[config.mk]
export PLATFORM = sky130hd
export DESIGN_NAME = input_debounce_ctrl_flat
export DESIGN_NICKNAME = d
export VERILOG_FILES = /design/src/rtl/input_debounce_ctrl_if.sv /design/src/rtl/input_debounce_ctrl.sv /design/src/flat_wrapper.sv
export SDC_FILE = /design/constraint.sdc
export NUM_CORES = 1
export LEC_CHECK = 0
export BUFFER_PORTS_ARGS = -buffer_cell sky130_fd_sc_hd__buf_2
export CORE_UTILIZATION = 48
export DETAILED_ROUTE_END_ITERATION = 16
export PLACE_DENSITY = 0.77
export SLEW_MARGIN = 20
export SYNTH_ARGS = -nofsm -noshare
export SYNTH_HDL_FRONTEND = slang
export SYNTH_SLANG_ARGS = --single-unit
[constraint.sdc]
create_clock -name i_clk -period 3 [get_ports i_clk]
set_clock_uncertainty 0.05 [all_clocks]
set_input_delay 0.3 -clock i_clk [delete_from_list [all_inputs] [get_ports i_clk]]
set_output_delay 0.3 -clock i_clk [all_outputs]
set_load 0.02 [all_outputs]
[src/rtl/input_debounce_ctrl_if.sv]
// ---------------------------------------------------------------------------
// input_debounce_ctrl_if
//   Groups the switch/pending/interrupt signals exchanged between the core
//   side (master) and the debounce controller (slave).
//
//   i_sw_sync   : synchronized 32-bit switch word       (master -> slave)
//   i_clr_en    : pending-clear strobe                  (master -> slave)
//   i_clr_mask  : write-1-to-clear mask for pending     (master -> slave)
//   i_irq_mask  : per-bit interrupt enable              (master -> slave)
//   o_sw_stable : debounced switch word                 (slave -> master)
//   o_pending   : sticky changed-bit flags              (slave -> master)
//   o_change    : one-cycle commit pulse                (slave -> master)
//   o_irq       : registered masked interrupt           (slave -> master)
//   o_busy      : controller not idle                   (slave -> master)
// ---------------------------------------------------------------------------
interface input_debounce_ctrl_if;
  logic [31:0] i_sw_sync;
  logic        i_clr_en;
  logic [31:0] i_clr_mask;
  logic [31:0] i_irq_mask;
  logic [31:0] o_sw_stable;
  logic [31:0] o_pending;
  logic        o_change;
  logic        o_irq;
  logic        o_busy;

  modport master (
    output i_sw_sync, i_clr_en, i_clr_mask, i_irq_mask,
    input  o_sw_stable, o_pending, o_change, o_irq, o_busy
  );

  modport slave (
    input  i_sw_sync, i_clr_en, i_clr_mask, i_irq_mask,
    output o_sw_stable, o_pending, o_change, o_irq, o_busy
  );
endinterface

[src/rtl/input_debounce_ctrl.sv]
// ---------------------------------------------------------------------------
// input_debounce_ctrl
//   Debounces the synchronized 32-bit switch word with one shared stability
//   counter, commits the settled value, records changed bits in a sticky
//   write-1-to-clear pending register and raises a masked level interrupt.
//
//   i_clk   : system clock, rising edge
//   i_reset : synchronous active-high reset
//   bus     : slave side of input_debounce_ctrl_if (switch word in, clear
//             strobe/mask, irq mask; stable word, pending, change pulse,
//             irq and busy out)
// ---------------------------------------------------------------------------
module input_debounce_ctrl #(
  parameter int DEBOUNCE_CYCLES = 4
) (
  input  logic                         i_clk,
  input  logic                         i_reset,
  input_debounce_ctrl_if.slave         bus
);

  localparam int CNT_W = $clog2(DEBOUNCE_CYCLES) + 1;
  localparam logic [CNT_W-1:0] CNT_LAST = CNT_W'(DEBOUNCE_CYCLES - 1);

  typedef enum logic [1:0] {IDLE, SETTLE, COMMIT} state_t;

  state_t           state_q, state_d;
  logic [31:0]      cand_q, cand_d;
  logic [CNT_W-1:0] cnt_q, cnt_d;
  logic [31:0]      stable_q, stable_d;
  logic [31:0]      pending_q, pending_d;
  logic             change_q, change_d;
  logic             irq_q, irq_d;
  logic [31:0]      set_vec;
  logic [31:0]      clr_vec;

  always_comb begin
    state_d  = state_q;
    cand_d   = cand_q;
    cnt_d    = cnt_q;
    stable_d = stable_q;
    set_vec  = '0;
    change_d = 1'b0;

    case (state_q)
      IDLE: begin
        if (bus.i_sw_sync != stable_q) begin
          cand_d  = bus.i_sw_sync;
          cnt_d   = '0;
          state_d = SETTLE;
        end
      end
      SETTLE: begin
        // Returning to the committed value abandons the change entirely;
        // any other new value restarts the stability window.
        if (bus.i_sw_sync == stable_q) begin
          cnt_d   = '0;
          state_d = IDLE;
        end else if (bus.i_sw_sync != cand_q) begin
          cand_d = bus.i_sw_sync;
          cnt_d  = '0;
        end else if (cnt_q == CNT_LAST) begin
          state_d = COMMIT;
        end else begin
          cnt_d = cnt_q + 1'b1;
        end
      end
      COMMIT: begin
        // Input is ignored here; IDLE picks up any new difference next cycle.
        stable_d = cand_q;
        set_vec  = stable_q ^ cand_q;
        change_d = 1'b1;
        cnt_d    = '0;
        state_d  = IDLE;
      end
      default: state_d = IDLE;
    endcase

    // Set is OR-ed in after the clear, so a bit hit by both stays set.
    clr_vec   = bus.i_clr_en ? bus.i_clr_mask : 32'h0;
    pending_d = (pending_q & ~clr_vec) | set_vec;
    irq_d     = |(pending_d & bus.i_irq_mask);
  end

  always_ff @(posedge i_clk) begin
    if (i_reset) begin
      state_q   <= IDLE;
      cand_q    <= '0;
      cnt_q     <= '0;
      stable_q  <= '0;
      pending_q <= '0;
      change_q  <= 1'b0;
      irq_q     <= 1'b0;
    end else begin
      state_q   <= state_d;
      cand_q    <= cand_d;
      cnt_q     <= cnt_d;
      stable_q  <= stable_d;
      pending_q <= pending_d;
      change_q  <= change_d;
      irq_q     <= irq_d;
    end
  end

  assign bus.o_sw_stable = stable_q;
  assign bus.o_pending   = pending_q;
  assign bus.o_change    = change_q;
  assign bus.o_irq       = irq_q;
  assign bus.o_busy      = (state_q != IDLE);

endmodule
[src/flat_wrapper.sv]
// flat-port wrapper written by rule: the top's interface ports become plain ports
module input_debounce_ctrl_flat 
#(
  parameter int DEBOUNCE_CYCLES = 4
)
  (i_clk, i_reset, bus_i_sw_sync, bus_i_clr_en, bus_i_clr_mask, bus_i_irq_mask, bus_o_sw_stable, bus_o_pending, bus_o_change, bus_o_irq, bus_o_busy);
  input_debounce_ctrl_if bus_i ();
  input  logic i_clk;
  input  logic i_reset;
  input wire logic [$bits(bus_i.i_sw_sync)-1:0] bus_i_sw_sync;
  input wire logic [$bits(bus_i.i_clr_en)-1:0] bus_i_clr_en;
  input wire logic [$bits(bus_i.i_clr_mask)-1:0] bus_i_clr_mask;
  input wire logic [$bits(bus_i.i_irq_mask)-1:0] bus_i_irq_mask;
  output wire logic [$bits(bus_i.o_sw_stable)-1:0] bus_o_sw_stable;
  output wire logic [$bits(bus_i.o_pending)-1:0] bus_o_pending;
  output wire logic [$bits(bus_i.o_change)-1:0] bus_o_change;
  output wire logic [$bits(bus_i.o_irq)-1:0] bus_o_irq;
  output wire logic [$bits(bus_i.o_busy)-1:0] bus_o_busy;
  assign bus_i.i_sw_sync = bus_i_sw_sync;
  assign bus_i.i_clr_en = bus_i_clr_en;
  assign bus_i.i_clr_mask = bus_i_clr_mask;
  assign bus_i.i_irq_mask = bus_i_irq_mask;
  assign bus_o_sw_stable = bus_i.o_sw_stable;
  assign bus_o_pending = bus_i.o_pending;
  assign bus_o_change = bus_i.o_change;
  assign bus_o_irq = bus_i.o_irq;
  assign bus_o_busy = bus_i.o_busy;
  input_debounce_ctrl #(.DEBOUNCE_CYCLES(DEBOUNCE_CYCLES)) u_core (.i_clk(i_clk), .i_reset(i_reset), .bus(bus_i));
endmodule
==> impl_metrics.toml <==
[grt]
grt_pass1_vias = 4876
grt_usage = 0.297
overflow = 0
grt_pass1_wl_um = 25100
grt_max_degree = 59
antenna_found_initial = 0

[timing]
finalSetupViolations = 0
whs_ns = 0.147
worst_slew_pin_slew_ns = 1.09
tns_ns = 0
fin_crit_ns = 2.67
final_hold_viol_count = 0
setup_slack_ns = 0.329
period_share = 0.890
slew_violations = 0
slew_headroom = 0.274
rsz0062_at_grt = "false"
clock.fmax_ghz = 0.374

[routing]
drtAntennaViolNets = 0
firstDrtPassIters = 6
drt_iter0_drc = 519
vias_per_cell = 5.57
wl_per_cell_um = 17.5
vias = 5090
routed_wl_um = 16000
drc = 0

[clock_tree]
cts_sinks = 103
cts_setup_buffers = 0
clock_latency_ns = 0.37
hold_buffers = 0
cts_buffer_depth = 2
cts.repair.resized = 0
clockRootBuffer = "clkbuf_8"
cts_tree = "yes"
cts_max_level = 3
path_clk_slew_ns = 0.09
cts_buffers = 9

[placed_design]
hpwl_um = 12100
place_inst = 898
port_buffers = 165
place_ws_ns = 0.403
gp_congestion = 0.933

[cells_and_area]
multi_input_area_sq_um = 2680
regArea_sq_um = 2060
layout-drive-gt1-share = 0.254
n_fill_cell = 907
synthToLayoutAreaGrowth_pct = 23.8
num_antenna_cells = 0
fin_nets = 877
layout.cells.non_filler = 914

[critical_path]
startpoint_type = "register"
crit_top_cell = "or4_1"
ff2ff_setup_slack_ns = 0.33
critical_path_required_ns = 3.25
critPathCaptureType = "register"
slowest_delay_ns = 0.70
crit_chain = "xor2_1 > nor4_1 > nand3_1 > or4_1 > or4_1 > mux2i_1"
slowest_stage = "or4_1"
worstPathMaxFanout = 9
cp.arrival_ns = 2.92
reg2reg_from = "u_core.cand_q[16]$_SDFFE_PP0P_"
path_class = "reg2reg"
crit_start = "u_core.cand_q[16]$_SDFFE_PP0P_"

[floorplanning]
die_height_um = 104
dieArea_sq_um = 10800
ios = 166
core_sq_um = 9950
die_w_um = 104
initial_core_util = 0.502
placementRows = 36

[yosys]
syn-num-nets = 727
synthCells = 626
synth_async_sr_flop_share = 0
synth_cell_type_count = 33
synth-edff-count = 0
syn_avg_cell_area_sq_um = 7.98
ys_seq_area_frac = 0.413
netlist_area_sq_um = 5000
synth-warning-count = 0
synth_ff_type = "dfxtp_1"
synth_seq_cells = 103

[power_and_ir_drop]
p_leak_uw = 0.00306
peakVddDrop_uv = 215
power_density_nw_per_um2 = 438

[hold_path]
hp-class = "in2reg"
hp-start = "bus_i_sw_sync[4]"

[job]
drv_cap = 0

[status]
run_status = "complete, no violations"
[Yosys cell counts, types with 5 or more instances]
cell type,instances,share of area
clkbuf_1,30,0.023
o21ai_0,26,0.026
nand3_1,30,0.030
a22oi_1,32,0.048
buf_1,5,0.0038
inv_1,33,0.025
dfxtp_1,103,0.41
nand2_1,106,0.080
nor2_1,33,0.025
nor4_1,20,0.025
o22ai_1,16,0.020
xor2_1,92,0.16
a21oi_1,64,0.064
[stage by stage]
stage / power [uW] / cell area [sq um] / utilization
2_1_floorplan: 1570 / 5000 / -
3_3_place_gp: 1700 / 5950 / 0.597
3_5_place_dp: 1710 / 5950 / 0.597
4_1_cts: 2710 / 6190 / 0.622
5_1_grt: 2800 / 6190 / 0.622
6_report: 2710 / 6190 / 0.622
[final cells by class]
cell class,instances,area share
well taps,133,0.0269
clock inverters,2,0.00970
multi-input cells,452,0.433
flip-flops and latches,103,0.333
inverters,33,0.0200
clock buffers,14,0.0295
repair buffers,177,0.148
[report_power, final]
group          switching [uW]  internal, uW  leakage [uW]  total, uW
Combinational             150           109       0.00210        259
Sequential               30.7          1390      0.000839       1420
Clock                     470           562      0.000123       1030
Total                     650          2060       0.00306       2710
[cells in the final DEF, fill, tap and decap left out, types with 3 or more instances in the layout]
cell / n
clkbuf_8: 13
nand3_1: 30
nand4_1: 4
nor2_1: 33
o21ai_0: 26
buf_4: 12
buf_2: 165
inv_1: 33
dfxtp_1: 103
nand2_1: 106
nor4_1: 19
nand2b_1: 4
a21oi_1: 64
xnor2_1: 4
or4_1: 4
a22oi_1: 32
xor2_1: 92
mux2i_1: 3
o22ai_1: 16
[kinds of logic after synthesis]
| family | count (synthesis) | synth area share |
|---|---|---|
| AO/OA/AOI/OAI | 145 | 0.169 |
| AND/OR/NAND/NOR | 206 | 0.184 |
| adder cells (fa/ha/maj) | 2 | 0.00501 |
| multiplexers | 3 | 0.00601 |
| buffers and inverters | 71 | 0.0553 |
| XOR/XNOR | 96 | 0.168 |
| flip-flops | 103 | 0.413 |
[critical path, delay by kind of cell, from the launching register on]
family | cells | cell delay (ns)
AND/OR/NAND/NOR | 4 | 1.84
multiplexers | 1 | 0.16
XOR/XNOR | 1 | 0.18
flip-flops | 1 | 0.36
[path summary, 6_finish.rpt]
check,depth (start not counted),to
worst max-delay path,6,u_core.cnt_q[2]$_SDFFE_PP0P_
worst min-delay path,3,u_core.cand_q[4]$_SDFFE_PP0P_
worst max register to register,6,u_core.cnt_q[2]$_SDFFE_PP0P_
worst min register to register,2,u_core.cnt_q[1]$_SDFFE_PP0P_
[layer usage]
| layer | wire length, um | GRT usage | up-vias |
|---|---|---|---|
| li1 | - | - | 2417 |
| met5 | 0 | 0 | - |
| met3 | 1500 | 0.0702 | 45 |
| met1 | 6810 | 0.392 | 2343 |
| met4 | 465 | 0.114 | 0 |
| met2 | 7180 | 0.471 | 285 |
[sequential cells by signal, indices dropped and copies added, names as in the netlist]
name / count
u_core.cand_q: 32
u_core.bus.o_change: 1
u_core.bus.o_sw_stable: 32
u_core.bus.o_irq: 1
u_core.state_q: 2
u_core.cnt_q: 3
u_core.bus.o_pending: 32
(Power assumes the default switching activity.)
